## config.mk

```make
export PLATFORM = sky130hd
export DESIGN_NAME = key_debounce
export DESIGN_NICKNAME = d
export VERILOG_FILES = /design/src/rtl/key_debounce.sv
export SDC_FILE = /design/constraint.sdc
export NUM_CORES = 1
export LEC_CHECK = 0
export ABC_AREA = 1
export CAP_MARGIN = 20
export CORE_MARGIN = 2
export CORE_UTILIZATION = 52
export DETAILED_ROUTE_END_ITERATION = 12
export GPL_ROUTABILITY_DRIVEN = 0
export PLACE_DENSITY = 0.76
export SYNTH_ARGS = -nofsm -noshare
export SYNTH_HDL_FRONTEND = slang
export SYNTH_SLANG_ARGS = --single-unit
```

## constraint.sdc

```tcl
create_clock -name clock1000 -period 1.8 [get_ports clock1000]
set_input_delay 0.45 -clock clock1000 [delete_from_list [all_inputs] [get_ports clock1000]]
set_output_delay 0.45 -clock clock1000 [all_outputs]
set_load 0.02 [all_outputs]
```

## src/rtl/key_debounce.sv

```systemverilog
// key_debounce
//   Cleans up the raw {number, buttonPressed} stream from the keypad decoder.
//   Each physical key press produces exactly one keyValid pulse with a stable
//   keyCode. Bounce, chatter, key changes while a key is held, and held keys
//   never produce extra events.
//
// Ports
//   clock1000     in   1  system clock (1 kHz), the only clock
//   reset         in   1  synchronous, active-high reset
//   number        in   4  decoded key code, meaningful while buttonPressed=1
//   buttonPressed in   1  raw key-down indication (already registered upstream)
//   keyCode       out  4  last accepted key code, held between events
//   keyValid      out  1  one-cycle pulse when a new key is accepted
//   keyHeld       out  1  high from acceptance until the release is accepted
module key_debounce #(
  parameter int DEBOUNCE_COUNT = 20,
  parameter int RELEASE_COUNT  = 20,
  parameter int CNT_WIDTH      = 5
) (
  input  logic       clock1000,
  input  logic       reset,
  input  logic [3:0] number,
  input  logic       buttonPressed,
  output logic [3:0] keyCode,
  output logic       keyValid,
  output logic       keyHeld
);

  localparam logic [1:0] IDLE      = 2'd0;
  localparam logic [1:0] PRESS_CNT = 2'd1;
  localparam logic [1:0] HELD      = 2'd2;
  localparam logic [1:0] REL_CNT   = 2'd3;

  // The counter holds the number of samples already seen; the sample that
  // completes a run arrives while the counter still equals count-1.
  localparam logic [CNT_WIDTH-1:0] PRESS_LAST   = CNT_WIDTH'(DEBOUNCE_COUNT - 1);
  localparam logic [CNT_WIDTH-1:0] RELEASE_LAST = CNT_WIDTH'(RELEASE_COUNT - 1);
  localparam logic [CNT_WIDTH-1:0] CNT_ONE      = CNT_WIDTH'(1);

  logic [1:0]           state;
  logic [CNT_WIDTH-1:0] cnt;
  logic [3:0]           candidate;

  // Single FSM with registered outputs. keyValid defaults low every cycle so
  // it can only ever be a one-cycle pulse on the acceptance edge.
  always_ff @(posedge clock1000) begin
    if (reset) begin
      state     <= IDLE;
      cnt       <= '0;
      candidate <= 4'h0;
      keyCode   <= 4'h0;
      keyValid  <= 1'b0;
      keyHeld   <= 1'b0;
    end else begin
      keyValid <= 1'b0;
      case (state)
        IDLE: begin
          if (buttonPressed) begin
            candidate <= number;
            if (DEBOUNCE_COUNT == 1) begin
              // A single sample is enough: accept on this very edge.
              keyCode  <= number;
              keyValid <= 1'b1;
              keyHeld  <= 1'b1;
              cnt      <= '0;
              state    <= HELD;
            end else begin
              cnt   <= CNT_ONE;
              state <= PRESS_CNT;
            end
          end
        end

        PRESS_CNT: begin
          if (!buttonPressed) begin
            cnt   <= '0;
            state <= IDLE;
          end else if (number != candidate) begin
            // A different key restarts the run with the new code.
            candidate <= number;
            cnt       <= CNT_ONE;
          end else if (cnt == PRESS_LAST) begin
            keyCode  <= candidate;
            keyValid <= 1'b1;
            keyHeld  <= 1'b1;
            cnt      <= '0;
            state    <= HELD;
          end else begin
            cnt <= cnt + CNT_ONE;
          end
        end

        HELD: begin
          // Any key activity while held is ignored; only a low sample matters.
          if (!buttonPressed) begin
            if (RELEASE_COUNT == 1) begin
              keyHeld <= 1'b0;
              cnt     <= '0;
              state   <= IDLE;
            end else begin
              cnt   <= CNT_ONE;
              state <= REL_CNT;
            end
          end
        end

        REL_CNT: begin
          if (buttonPressed) begin
            // Release glitch: back to held without a new event.
            cnt   <= '0;
            state <= HELD;
          end else if (cnt == RELEASE_LAST) begin
            keyHeld <= 1'b0;
            cnt     <= '0;
            state   <= IDLE;
          end else begin
            cnt <= cnt + CNT_ONE;
          end
        end

        default: begin
          cnt   <= '0;
          state <= IDLE;
        end
      endcase
    end
  end

endmodule

```

* Word level (Yosys, flattened, before mapping)
Index checks and enable logic that the tools add are counted.
** Storage, ports and cells
- Bits in registers :: 17
- Bits of input ports :: 7
- Logic and storage cells :: 61
** Operators by class
- Add/subtract/negate cells :: 1
- Eq/ne operators :: 16
- Muxes and demuxes :: 26
- Bitwise logic cells :: 3
- Reductions and logical operators :: 9
** Operators by type and width (number)
- $mux 5 :: 6
- $pmux 5 s4 :: 1
- $ne 2x2->1 const B :: 8
- $mux 2 :: 7
- $mux 4 :: 3
- $ne 3x3->1 const B :: 3
- $pmux 2 s4 :: 1
- $pmux 4 s2 :: 1
- $reduce_and 4->1 :: 2
- $mux 1 :: 6
- $reduce_and 6->1 :: 1
- $add 5x1->5 const B :: 1
- $eq 5x5->1 const B :: 1
- $reduce_and 5->1 :: 1
- $eq 2x2->1 const B :: 2
- $ne 4x4->1 :: 1
- $reduce_bool 2->1 :: 2
- $reduce_or 4->1 :: 1
- $not 1->1 :: 3
- $eq 2x1->1 const B :: 1
- $logic_not 2->1 :: 1
- $pmux 1 s2 :: 1
- $reduce_and 2->1 :: 1

* Logic depth before layout (Yosys ltp)
Gate-level depths: netlist (run 1).
- Depth after elaboration :: 5
- Depth in mapped cells :: 10
- Gate-level depth less buffers :: 10

* Least setup slack after synthesis (run 1)
OpenSTA, ideal clock, no wires.
- Kind :: register to register
- Start :: register cnt[0]
- End :: register cnt[3]
- Library setup time :: 71 ps
- Arrival :: 1189 ps
- Required time :: 1729 ps
- Setup slack :: 540 ps
- Cell stages (with the launch flop) :: 9
- Path buffers :: 0
- Cells stage by stage :: dfxtp_1 ha_1 nand2_1 inv_1 nand2_1 inv_1 nor2_1 nand3_1 a21oi_1
** On the way
- Longest elaborated chain between the ends :: 5
** Ends and longest elaborated chain
- start, declared :: RTL line 41 : logic [CNT_WIDTH-1:0] cnt;
- start signal, assigned :: RTL line 89 : cnt <= cnt + CNT_ONE;
- start signal, assigned :: RTL line 117 : cnt <= cnt + CNT_ONE;
- $add 5x1->5 / $eq 5x5->1 (equally long branches)
- $mux 5 * :: RTL line 82, 112
- $mux 5 :: RTL line 78 : end else if (number != candidate) begin
- $mux 5 :: RTL line 75 : if (!buttonPressed) begin
- $pmux 5 s4 * :: RTL line 56 : case (state)
Every way passes the cells marked *; elsewhere a longest branch is shown, timed or not.
A chain may end at the register's enable or synchronous reset.

* Worst setup path in the final report (run 1)
- Start :: register keyHeld
- End :: output keyHeld
** RTL lines
- start, declared :: RTL line 26 : output logic keyHeld
- start signal, assigned :: RTL line 53 : keyHeld <= 1'b0;
- start signal, assigned :: RTL line 64 : keyHeld <= 1'b1;
- start signal, assigned :: RTL line 85 : keyHeld <= 1'b1;
No word-level cell between the ends.

==> results by group, run 1 <==
Drt
  • DRC violation count after routing: 0
  • Post-DR vias/cell: 4.70
  • WL/cell: 9.36 um
  • Total length of routed wires: ~1600 um
  • Vias post-DR: 823
  • Detailed Routing Iterations Pass 1: 4
  • Antenna Nets Post-Route: 0
  • DRC marker count from the first detailed-route iteration: 15

Die
  • I/O pin total: 13
  • X dimension of the die: 46.6 um
  • Starting utilization of the core area: 54.7%
  • Vertical die dimension: 46.6 um
  • Die footprint: between 0.002 and 0.0025 mm2
  • Core Region: 0.00173 mm2
  • Rows: 15

Power and ir drop
  • Share of power burned in registers: a little over half
  • Static leakage power: 0.534 nW
  • Combinational share of power: about a fifth
  • Power spent charging and discharging nets: 215 uW
  • Clock group share of total power: a little over a quarter
  • Internal portion of total power: 529 uW
  • Max VDD drop: 0.000396 V
  • Sw Share: 28.9%
  • Power per cell area: 656 mW/mm2

Logic synthesis
  • Most frequently used flop master after synthesis: sky130_fd_sc_hd__dfxtp_1
  • List of most frequent post-synthesis cells: 32 x sky130_fd_sc_hd__nand2_1, 22 x sky130_fd_sc_hd__inv_1, 17 x sky130_fd_sc_hd__dfxtp_1
  • Sequential-to-total area share from yosys stat: between 30% and 40%
  • Most frequent cell after synthesis: sky130_fd_sc_hd__nand2_1
  • Cell type contributing the most total cell area after synthesis: sky130_fd_sc_hd__dfxtp_1
  • Synth unique cells: 23
  • Yosys warning count: 0
  • Yosys reg bits: 17
  • Netlist Area Pre-Place: roughly 940 um2
  • Post-Syn Nets: 141
  • Cell count after synthesis: 133
  • Fraction of synthesis flops using an asynchronous set or reset pin: 0%
  • Number of enable flip-flop cells after synthesis: 0
  • Synthesized area divided by synthesized cell count: 7.10 um2
  • Area share of the leading cell type in the synthesized netlist: ~36%
  • Top post-synthesis cells by area: sky130_fd_sc_hd__dfxtp_1 36%, sky130_fd_sc_hd__nand2_1 13%, sky130_fd_sc_hd__inv_1 8.7%

Finish
  • Summed area of non-filler cells in the final layout: 0.00113 mm2
  • Post-synthesis to final-layout area growth: 20.0%
  • Count of nets after finishing: 159
  • Antenna diode count: 0
  • FF/Latch Area: 340 um2
  • Final Core Density: around 66%
  • Area used by multi-input combinational logic: 514 um2
  • Number of filler cells placed in the layout: 169
  • Non-filler instance count after layout: approximately 180
  • Share of cells above drive strength 1: 14.0%

Global route
  • Met2 GRT Util: 27.8%
  • Most crowded layer after global routing: met2
  • First-pass GRT wire length: around 2800 um
  • Number of global-route vias before repair: 684
  • Global Route Usage Sum: 17.7%
  • Number of antenna violations at the first check in global routing: 0
  • Met1 track demand over resource: 25.2%
  • Final global-route overflow total: 0
  • Met3 capacity usage during global routing: 2.35%
  • Pin count of the biggest net entering global routing: 10

Worst setup path
  • Critical path launch point type: flop
  • Category of cells accounting for the largest share of critical-path delay: buffers and inverters
  • Worst-path fanout max: 2
  • Logic depth of the worst path, buffers included: 1
  • Maximum cell stage delay along the critical path: 0.60 ns
  • Worst setup path category: flop to output port
  • Register-to-Register Path Depth: 8
  • Kind of end point of the critical path: output port
  • WP buf/inv: 1
  • Worst Path Arrival: between 1 and 1.5 ns
  • List of cells traversed by the critical path: clkdlybuf4s50_1
  • Slowest library cell on the worst path: sky130_fd_sc_hd__clkdlybuf4s50_1
  • Worst EP required: 1.35 ns

STA
  • Final period util: 93.8%
  • Max_slew headroom: 82.1%
  • Top achievable clock speed: 592 MHz
  • Transition time at the pin with the least slew margin: 0.268 ns
  • Setup Viol. Count Final: 0
  • Clock period minus worst slack: 1.69 ns
  • Unrepaired setup endpoints after global routing: no
  • Final Max Slew Viols: 0
  • Final hold violations: 0
  • Worst clock skew: approximately 0.0029 ns

Clocking
  • Post-cts gate resize count: 0
  • Hold bufs inserted after CTS: 0
  • Root buffer cell: sky130_fd_sc_hd__clkbuf_4
  • Htree depth: 1
  • Clock tree sinks: 17
  • Deepest clock path buffer count: 2
  • Skew-Pair Late Insertion Delay: 0.28 ns
  • TritonCTS buffer count: 3
  • CTS clk-pin slew, worst paths: about 0.10 ns
  • Clock tree from TritonCTS: yes
  • Number of buffers inserted by post-CTS setup repair: 0

Hold path
  • Worst min-delay path class: flop to flop
  • Hold Path Cell Cnt: 2

Placement
  • I/O Buffers: 12
  • Placed Instance Area: 0.00111 mm2
  • Post-DP HPWL: 1290 um
  • Post-Place Cells: 171

Run status
  • Outcome: finished, final reports clean

Job
  • Number of maximum-capacitance violations: 0
metal layers:
layer	up-vias	share of wire [%]	routed length [um]
li1	449	-	-
met1	351	50	825
met2	19	45	729
met3	4	3.7	60
met4	0	1.3	22
met5	-	0	0
power by group through the flow:
stage               sequential [mW]  clock, mW  combinational [mW]
floorplan                     0.409          0               0.108
global placement              0.413          0               0.141
detailed placement            0.413          0               0.143
CTS                           0.404      0.206               0.143
global route                  0.406      0.224               0.159
finish                        0.404      0.198               0.142
per-stage QoR:
stage	total power [mW]	setup TNS [ns]	hold slack (ns)	setup WS, ns
3_3_place_gp	0.554	-0.000166	0.480	-0.000166
3_5_place_dp	0.555	-0.134	0.484	-0.0222
2_1_floorplan	0.518	0	0.462	0.540
5_1_grt	0.789	0	0.529	0.0544
6_report	0.744	0	0.497	0.111
4_1_cts	0.753	0	0.496	0.0987
layout by cell type (no fill, tap or decap), types with 2 or more instances in the layout:
cell type,instances
sky130_fd_sc_hd__nand2_4,2
sky130_fd_sc_hd__inv_1,22
sky130_fd_sc_hd__a31oi_1,2
sky130_fd_sc_hd__buf_4,2
sky130_fd_sc_hd__nand3b_1,2
sky130_fd_sc_hd__clkdlybuf4s50_1,12
sky130_fd_sc_hd__nor3_1,2
sky130_fd_sc_hd__nor2_1,13
sky130_fd_sc_hd__nor2_8,2
sky130_fd_sc_hd__nand2_1,32
sky130_fd_sc_hd__o21ai_0,2
sky130_fd_sc_hd__a21oi_1,10
sky130_fd_sc_hd__nand3_1,10
sky130_fd_sc_hd__dfxtp_1,17
sky130_fd_sc_hd__nand2_2,7
sky130_fd_sc_hd__clkbuf_4,3
registers in the layout (all words and copies together), names as in the netlist, named ones only:
register and flops:
candidate 4, cnt 5, keyCode 4, keyHeld 1, keyValid 1, state 1
worst register-to-register path, cell delays in order, from the launching register on:
cell and delay, ns:
sky130_fd_sc_hd__dfxtp_1 0.35, sky130_fd_sc_hd__ha_1 0.24, sky130_fd_sc_hd__nand2_1 0.08, sky130_fd_sc_hd__inv_1 0.03, sky130_fd_sc_hd__nand2_1 0.11, sky130_fd_sc_hd__inv_1 0.10
sky130_fd_sc_hd__nor2_1 0.25, sky130_fd_sc_hd__a21oi_1 0.11, sky130_fd_sc_hd__a31oi_1 0.14
path summary, 6_finish.rpt:
check	from	end	slack (ns)
worst max register to register	cnt[0]	cnt[0]	0.33
worst max-delay path	keyHeld	keyHeld	0.11
worst min register to register	cnt[1]	cnt[1]	0.50
worst min-delay path	cnt[1]	cnt[1]	0.50
final cells by class:
cell class | instances | share of cell area, %
clock buffers | 4 | 2.32
inverters | 23 | 7.62
multi-input cells | 92 | 45.4
flip-flops and latches | 17 | 30.0
well taps | 25 | 2.76
repair buffers | 14 | 11.9
logic make-up (layout without fill, tap and decap cells):
group,after synthesis,in the layout,synth area share [%]
buffers and inverters,24,41,9.54
DFF,17,17,36.0
xor gates and xnor gates,2,2,1.85
adders and majority gates,1,1,1.32
AOI/OAI and AO/OA,14,14,7.68
and+or+nand+nor,75,75,43.6
Power figures use the tool's default switching activity.
==> inputs of run 2 (changes only) <==
Settings changed: ABC_CLOCK_PERIOD_IN_PS set to 1800.
==> results of run 2 <==
Final layout, timing and power as in run 1 (identical DEF).
